[src/rtl/pt_write_port_if.sv]
// Pixel-write and ZBT-write signal bundle for pt_write_port.
// writes_dropped exists only when PT_WRITE_BOUNDS_CHECK_EN is defined.
interface pt_write_port_if;
  logic [17:0] pt_pixel_write;
  logic [9:0]  pt_x;
  logic [8:0]  pt_y;
  logic        pt_wr;
  logic        ptflag;
  logic        mem_busy;
  logic [18:0] mem_addr;
  logic        mem_we;
  logic [35:0] mem_wdata;
  logic        mem_wdata_oe;
`ifdef PT_WRITE_BOUNDS_CHECK_EN
  logic [15:0] writes_dropped;

  modport slave (
    input  pt_pixel_write, pt_x, pt_y, pt_wr, mem_busy,
    output ptflag, mem_addr, mem_we, mem_wdata, mem_wdata_oe, writes_dropped
  );
  modport master (
    output pt_pixel_write, pt_x, pt_y, pt_wr, mem_busy,
    input  ptflag, mem_addr, mem_we, mem_wdata, mem_wdata_oe, writes_dropped
  );
`else
  modport slave (
    input  pt_pixel_write, pt_x, pt_y, pt_wr, mem_busy,
    output ptflag, mem_addr, mem_we, mem_wdata, mem_wdata_oe
  );
  modport master (
    output pt_pixel_write, pt_x, pt_y, pt_wr, mem_busy,
    input  ptflag, mem_addr, mem_we, mem_wdata, mem_wdata_oe
  );
`endif
endinterface

[src/rtl/pt_write_port.sv]
// FIFO-buffered ZBT write responder: mem_we 1 cycle after a push into an empty FIFO, data 2 cycles after mem_we.
// Backpressure via registered ptflag with a 2-slot margin; PT_WRITE_BOUNDS_CHECK_EN enables range drop + counter.
module pt_write_port #(
  parameter int DEPTH       = 8,
  parameter int LINE_PIXELS = 640,
  parameter int LINES       = 480
) (
  input  logic            clk,
  input  logic            reset,
  pt_write_port_if.slave  bus
);

  localparam int AW = $clog2(DEPTH);

  if (DEPTH < 4 || (DEPTH & (DEPTH - 1)) != 0 || LINE_PIXELS < 1 || LINES < 1) begin : g_cfg_err
    $error("pt_write_port: DEPTH must be a power of two >= 4 and geometry positive");
  end

  logic [AW:0]   r_wptr, r_rptr;
  logic [36:0]   r_mem [DEPTH];
  logic          r_ptflag;
  logic          r_we;
  logic [18:0]   r_addr;
  logic [17:0]   r_pix;
  logic          r_s1_vld, r_s2_vld;
  logic [17:0]   r_s1_pix, r_s2_pix;

  logic          w_accept, w_in_range, w_push, w_pop, w_full, w_empty;
  logic [18:0]   w_addr;
  logic [AW:0]   w_cnt, w_cnt_nxt;
  logic [36:0]   w_head;

  assign w_accept  = bus.pt_wr & r_ptflag;
  assign w_addr    = 19'(32'(bus.pt_y) * LINE_PIXELS + 32'(bus.pt_x));
  assign w_full    = (r_wptr[AW] != r_rptr[AW]) && (r_wptr[AW-1:0] == r_rptr[AW-1:0]);
  assign w_empty   = (r_wptr == r_rptr);
  assign w_push    = w_accept & w_in_range & ~w_full;
  assign w_pop     = ~w_empty & ~bus.mem_busy;
  assign w_head    = r_mem[r_rptr[AW-1:0]];
  assign w_cnt     = r_wptr - r_rptr;
  assign w_cnt_nxt = w_cnt + {{AW{1'b0}}, w_push} - {{AW{1'b0}}, w_pop};

`ifdef PT_WRITE_BOUNDS_CHECK_EN
  logic [15:0] r_dropped;

  assign w_in_range = (32'(bus.pt_x) < LINE_PIXELS) && (32'(bus.pt_y) < LINES);

  always_ff @(posedge clk) begin
    if (reset) begin
      r_dropped <= 16'd0;
    end else if (w_accept && !w_in_range && r_dropped != 16'hFFFF) begin
      r_dropped <= r_dropped + 16'd1;
    end
  end

  assign bus.writes_dropped = r_dropped;
`else
  assign w_in_range = 1'b1;
`endif

  always_ff @(posedge clk) begin
    if (w_push) begin
      r_mem[r_wptr[AW-1:0]] <= {w_addr, bus.pt_pixel_write};
    end
  end

  // Ready keeps one slot spare for a write launched against last cycle's ptflag.
  always_ff @(posedge clk) begin
    if (reset) begin
      r_wptr   <= '0;
      r_rptr   <= '0;
      r_ptflag <= 1'b1;
      r_we     <= 1'b0;
      r_addr   <= '0;
      r_pix    <= '0;
      r_s1_vld <= 1'b0;
      r_s1_pix <= '0;
      r_s2_vld <= 1'b0;
      r_s2_pix <= '0;
    end else begin
      if (w_push) begin
        r_wptr <= r_wptr + 1'b1;
      end
      if (w_pop) begin
        r_rptr <= r_rptr + 1'b1;
        r_addr <= w_head[36:18];
        r_pix  <= w_head[17:0];
      end
      r_ptflag <= (w_cnt_nxt <= (AW+1)'(DEPTH - 2));
      r_we     <= w_pop;
      r_s1_vld <= r_we;
      r_s1_pix <= r_pix;
      r_s2_vld <= r_s1_vld;
      r_s2_pix <= r_s1_pix;
    end
  end

  assign bus.ptflag       = r_ptflag;
  assign bus.mem_we       = r_we;
  assign bus.mem_addr     = r_addr;
  assign bus.mem_wdata    = {18'b0, r_s2_pix};
  assign bus.mem_wdata_oe = r_s2_vld;

endmodule

[src/flat_wrapper.sv]
// flat-port wrapper written by rule: the top's interface ports become plain ports
module pt_write_port_flat 
#(
  parameter int DEPTH       = 8,
  parameter int LINE_PIXELS = 640,
  parameter int LINES       = 480
)
  (clk, reset, bus_pt_pixel_write, bus_pt_x, bus_pt_y, bus_pt_wr, bus_mem_busy, bus_ptflag, bus_mem_addr, bus_mem_we, bus_mem_wdata, bus_mem_wdata_oe);
  pt_write_port_if bus_i ();
  input  logic clk;
  input  logic reset;
  input wire logic [$bits(bus_i.pt_pixel_write)-1:0] bus_pt_pixel_write;
  input wire logic [$bits(bus_i.pt_x)-1:0] bus_pt_x;
  input wire logic [$bits(bus_i.pt_y)-1:0] bus_pt_y;
  input wire logic [$bits(bus_i.pt_wr)-1:0] bus_pt_wr;
  input wire logic [$bits(bus_i.mem_busy)-1:0] bus_mem_busy;
  output wire logic [$bits(bus_i.ptflag)-1:0] bus_ptflag;
  output wire logic [$bits(bus_i.mem_addr)-1:0] bus_mem_addr;
  output wire logic [$bits(bus_i.mem_we)-1:0] bus_mem_we;
  output wire logic [$bits(bus_i.mem_wdata)-1:0] bus_mem_wdata;
  output wire logic [$bits(bus_i.mem_wdata_oe)-1:0] bus_mem_wdata_oe;
  assign bus_i.pt_pixel_write = bus_pt_pixel_write;
  assign bus_i.pt_x = bus_pt_x;
  assign bus_i.pt_y = bus_pt_y;
  assign bus_i.pt_wr = bus_pt_wr;
  assign bus_i.mem_busy = bus_mem_busy;
  assign bus_ptflag = bus_i.ptflag;
  assign bus_mem_addr = bus_i.mem_addr;
  assign bus_mem_we = bus_i.mem_we;
  assign bus_mem_wdata = bus_i.mem_wdata;
  assign bus_mem_wdata_oe = bus_i.mem_wdata_oe;
  pt_write_port #(.DEPTH(DEPTH), .LINE_PIXELS(LINE_PIXELS), .LINES(LINES)) u_core (.clk(clk), .reset(reset), .bus(bus_i));
endmodule
[config.mk]
export PLATFORM = sky130hd
export DESIGN_NAME = pt_write_port_flat
export DESIGN_NICKNAME = d
export VERILOG_FILES = /design/src/rtl/pt_write_port_if.sv /design/src/rtl/pt_write_port.sv /design/src/flat_wrapper.sv
export SDC_FILE = /design/constraint.sdc
export NUM_CORES = 1
export LEC_CHECK = 0
export ABC_AREA = 1
export CAP_MARGIN = 15
export CORE_ASPECT_RATIO = 1.25
export CORE_UTILIZATION = 45
export DETAILED_ROUTE_END_ITERATION = 12
export HOLD_SLACK_MARGIN = 0.06
export PLACE_DENSITY = 0.7
export REMOVE_ABC_BUFFERS = 1
export SYNTH_ARGS = -nofsm -noshare
export SYNTH_HDL_FRONTEND = slang
export SYNTH_SLANG_ARGS = --single-unit
[constraint.sdc]
create_clock -name clk -period 12.5 [get_ports clk]
set_input_delay 3.125 -clock clk [delete_from_list [all_inputs] [get_ports clk]]
set_output_delay 3.125 -clock clk [all_outputs]
set_load 0.1 [all_outputs]
Word-level counts from Yosys, hierarchy flattened

Memory sizes are Yosys's and may differ from the RTL's. A register that Yosys moved wholly into a read port is not among the register bits.
Index checks and enable logic that the tools add are counted.

Word-level logic and storage cells: 29
Input bits: 41
Memory bits (writable): 296
Register bits after elaboration: 48
Memories kept: 1
Output and inout port bits: 58

Bitwise operators: 6
Multipliers: 1
Add/sub/neg operators: 6
Muxes and demuxes: 2
Eq/ne operators: 3
$lt $le $gt $ge: 1
Reduce and logical (&&, ||, !) cells: 1

Memory list:

| name         | depth | bits a word | rd ports | clocked after Yosys merged registers in | wr ports | line                | text |
|---|---|---|---|---|---|---|---|
| u_core.r_mem | 8     | 37          | 1        | 1                                       | 1        | pt_write_port.sv:20 | `logic [36:0] r_mem [DEPTH];` |

Operators by type and width:

| cell                   | number |
|---|---|
| $add A19 B10 Y19       | 1 |
| $mul A9 B3 Y12 const B | 1 |
| $add A4 B1 Y4 const B  | 2 |
| $add A4 B1 Y4          | 1 |
| $eq A4 B4 Y1           | 1 |
| $le A4 B3 Y1 const B   | 1 |
| $sub A4 B1 Y4          | 1 |
| $sub A4 B4 Y4          | 1 |
| $and A1 B1 Y1          | 3 |
| $eq A3 B3 Y1           | 1 |
| $not A1 Y1             | 3 |
| $mux W1                | 2 |
| $logic_and A1 B1 Y1    | 1 |
| $ne A1 B1 Y1           | 1 |

Longest topological paths before layout

Depth after elaboration: 7
Mapped depth: 18
Depth with buffers taken out: 17

Least setup slack after synthesis

Ideal clock, no wire load.

Kind: input port to flip-flop
From: in bus_pt_wr
To: mem u_core.r_mem[5][0] (enable)
Arrival time: 5.956 ns
Data required time: 12.022 ns
Setup slack: 6.067 ns
Path buffers: 0
Setup time: 0.478 ns
Stages: 4
Cells stage by stage: nand2_1 -> inv_1 -> nand2_2 -> nor3_1

Longest elaborated chain between the ends: 4

Ends and longest elaborated chain:

| what                          | line                | text |
|---|---|---|
| from (decl)                   | flat_wrapper.sv:15  | `input wire logic [$bits(bus_i.pt_wr)-1:0] bus_pt_wr;` |
| $and A1 B1 Y1                 | pt_write_port.sv:33 | `assign w_accept = bus.pt_wr & r_ptflag;` |
| $and A1 B1 Y1                 | pt_write_port.sv:37 | `assign w_push = w_accept & w_in_range & ~w_full;` |
| $mux W1                       | pt_write_port.sv:62 | `if (w_push) begin` |
| $mux W1 (implied by the code) | pt_write_port.sv:63 | `r_mem[r_wptr[AW-1:0]] <= {w_addr, bus.pt_pixel_write};` |
| to (decl)                     | pt_write_port.sv:20 |  |

No other way between the ends.

Worst setup path in the final report

From: in bus_mem_busy
To: reg u_core.r_ptflag, in the netlist u_core.bus.ptflag

Longest elaborated chain between the ends: 4

Ends and longest elaborated chain:

| what                 | line                | text |
|---|---|---|
| from (decl)          | flat_wrapper.sv:16  | `input wire logic [$bits(bus_i.mem_busy)-1:0] bus_mem_busy;` |
| $not A1 Y1           | pt_write_port.sv:38 | `assign w_pop = ~w_empty & ~bus.mem_busy;` |
| $and A1 B1 Y1        | pt_write_port.sv:38 |  |
| $sub A4 B1 Y4        | pt_write_port.sv:41 | `assign w_cnt_nxt = w_cnt + {{AW{1'b0}}, w_push} - {{AW{1'b0}}, w_pop};` |
| $le A4 B3 Y1         | pt_write_port.sv:89 | `r_ptflag <= (w_cnt_nxt <= (AW+1)'(DEPTH - 2));` |
| to (signal assigned) | pt_write_port.sv:89 |  |
| to (decl)            | pt_write_port.sv:21 | `logic r_ptflag;` |

No other way between the ends.
A chain may end at the register's enable or synchronous reset.

==> flow_metrics.py <==
metrics = {
    "grt": {
        "grt.met3_usage": 0.0294,
        "grt_use_met2": 0.327,
        "grtUsageTotal": 0.186,
        "overflow": 0,
        "grt_max_degree": 97,
        "met1_usage": 0.229,
        "antenna_found_initial": 1,
        "busiest_layer": "met2",
        "grt_pass1_vias": 9577,
        "grt_pass1_wl_microns": 50900,
    },
    "placement": {
        "gp_congestion": 0.799,
        "place_hpwl_microns": 16700,
        "place_ws_ps": 6220,
        "postPlaceCellArea_sq_um": 16500,
        "numPlacedInstances": 1847,
        "portBuffers": 80,
    },
    "timing": {
        "fmax_mhz": 175,
        "setup_tns_ps": 0,
        "layout_setup_ws_ps": 6770,
        "fin_crit_sh": 0.458,
        "hold_viol_final": 0,
        "fin_crit_ps": 5730,
        "hold_ws_ps": 398,
        "grt_setup_unrepaired": "no",
        "fin_skew_ps": 17.5,
        "maxSlewViolCount": 0,
        "tightestPinTransition_ps": 1050,
        "finalSetupViolCount": 0,
        "maxSlewHeadroom": 0.298,
    },
    "pwr": {
        "switching_share": 0.330,
        "pwr-share-comb": 0.254,
        "ir_worst_vdd_mv": 0.0888,
        "p_leak_nw": 6.67,
        "clkPwrFrac": 0.307,
        "p_int_mw": 2.38,
        "power.density_nw_per_um2": 201,
        "netSwitchingPower_mw": 1.17,
        "p_total_mw": 3.55,
        "power.share.sequential": 0.440,
    },
    "drt": {
        "drc": 0,
        "viasPerCell": 5.23,
        "ant_nets": 0,
        "drt_iter0_drc": 776,
        "wl_per_cell_microns": 16.9,
        "vias": 9985,
        "finalWirelength_microns": 32300,
        "drt_pass1_iterations": 5,
    },
    "synth": {
        "synth_area_leaders": "edfxtp_1, dfxtp_1, nand2_1, o21ai_0, nor2_1",
        "ys_seq_elements": 381,
        "synth_seq_area_share": 0.687,
        "ys_warn_count": 0,
        "yosys.area.top_type": "edfxtp_1",
        "synth_top_area_frac": 0.577,
        "synth_enable_flop_cells": 296,
        "synth_most_common_cell": "edfxtp_1",
        "async_reset_ff_frac": 0,
        "synth_cells": 1400,
        "dominantRegCellSynth": "edfxtp_1",
        "avgSynthCellArea_sq_um": 11.0,
        "synthesis.area_sq_um": 15400,
        "yosysUniqueCellTypes": 30,
        "yosys-top-cells-count": "edfxtp_1, nand2_1, nor2_1, o21ai_0, inv_1",
    },
    "job": {
        "cap_violations": 0,
    },
    "clocking": {
        "clkTransAtPathRegs_ps": 60,
        "cts_tree": "done",
        "cts_htree_levels": 2,
        "cts_setup_buffers": 0,
        "insertion_delay_ps": 530,
        "clk_path_buf_depth": 3,
        "cts_resized": 0,
        "cts_sinks": 381,
        "cts_root_buf": "clkbuf_16",
        "numCtsBuffers": 35,
        "cts-hold-fix-buffers": 0,
    },
    "floorplan": {
        "initial_core_util": 0.459,
        "die_w_microns": 168,
        "dieArea_sq_um": 35000,
        "core_area_sq_um": 33600,
        "die_h_microns": 209,
        "ioPinCount": 99,
        "row_count": 75,
    },
    "setup_path": {
        "worstPathArrival_ps": 6080,
        "crit_required_ps": 12850,
        "crit_path_end_kind": "flip-flop",
        "startpoint_type": "input port",
        "crit_type": "in2reg",
        "path_max_fanout": 24,
        "reg2reg_slack_ps": 8710,
    },
    "layout": {
        "stdcell_count": 1911,
        "nNetsFinal": 1529,
        "utilization": 0.526,
        "diodes": 0,
        "syn2layout_area_growth_pct": 14.7,
        "fill_cells": 2877,
        "stdcell_area_sq_um": 17700,
        "drive_gt1_frac": 0.0618,
    },
    "worst_hold_path": {
        "hp-class": "reg2reg",
    },
    "run_status": {
        "status": "finished clean",
    },
}
[power groups by stage]
stage	clock network [mW]	registers, mW	logic [mW]
floorplan	0	1.78	0.445
global placement	0	1.58	0.881
detailed placement	0	1.59	0.903
CTS	1.11	1.56	0.907
global route	1.16	1.57	0.992
finish	1.09	1.56	0.900
[flip-flops by register name, indices dropped and copies added (netlist names)]
register / cells
u_core.bus.mem_we: 1
u_core.r_s2_pix: 18
u_core.r_s1_vld: 1
u_core.bus.ptflag: 1
u_core.r_rptr: 4
u_core.r_s1_pix: 18
u_core.r_pix: 18
u_core.r_wptr: 4
u_core.bus.mem_wdata_oe: 1
u_core.bus.mem_addr: 19
u_core.r_mem: 296
[cell families after synthesis]
group / share of synthesized area
AOI/OAI and AO/OA: 0.0869
DFF: 0.687
and+or+nand+nor: 0.137
xor gates and xnor gates: 0.00958
buffers and inverters: 0.0547
other: 0.000243
adders and majority gates: 0.0244
[critical path, stage by stage]
cell and delay [ps]:
clkdlybuf4s50_1 460, inv_1 220, nand2_4 270, fa_1 530
fa_1 500, ha_1 140, inv_1 50, fa_1 370
xor2_1 170, inv_1 70, nand2_1 50, nand2_1 50
o21ai_0 70
[per-layer routing]
| layer | up-vias | wire (microns) | share of wire |
|---|---|---|---|
| met5 | - | 14 | 0.00043 |
| met2 | 319 | 16300 | 0.51 |
| met3 | 66 | 1680 | 0.052 |
| met1 | 4768 | 13400 | 0.42 |
| li1 | 4830 | - | - |
| met4 | 2 | 858 | 0.027 |
[layout by cell type (no fill, tap or decap), types with 16 or more instances in the layout]
cell type,synthesis,final
nand2_1,255,255
nand3_1,37,37
clkbuf_16,0,35
inv_1,96,93
o21ai_0,181,181
ha_1,22,22
buf_4,20,16
nor2_1,229,224
clkdlybuf4s50_1,0,79
o22ai_1,36,36
dfxtp_1,85,83
edfxtp_1,296,296
conb_1,1,18
a21oi_1,26,26
[final cells by class]
class | instances | area (sq um) | area share
sequential | 381 | 10600 | 0.600
multi-input combinational | 851 | 4090 | 0.232
clock buffer | 45 | 933 | 0.0528
timing repair buffer | 96 | 916 | 0.0518
tap | 423 | 529 | 0.0300
inverter | 96 | 363 | 0.0205
clock inverter | 19 | 240 | 0.0136
[path summary, 6_finish.rpt]
check / cells past startpoint / endpoint / start
hold reg to reg: 2 / u_core.r_s2_pix[14] / u_core.r_s1_pix[14]
setup reg to reg: 17 / u_core.bus.ptflag / u_core.r_wptr[2]
hold / removal: 2 / u_core.r_s2_pix[14] / u_core.r_s1_pix[14]
setup / recovery: 13 / u_core.bus.ptflag / bus_mem_busy
Note: power is estimated with default switching activity, not from simulation.
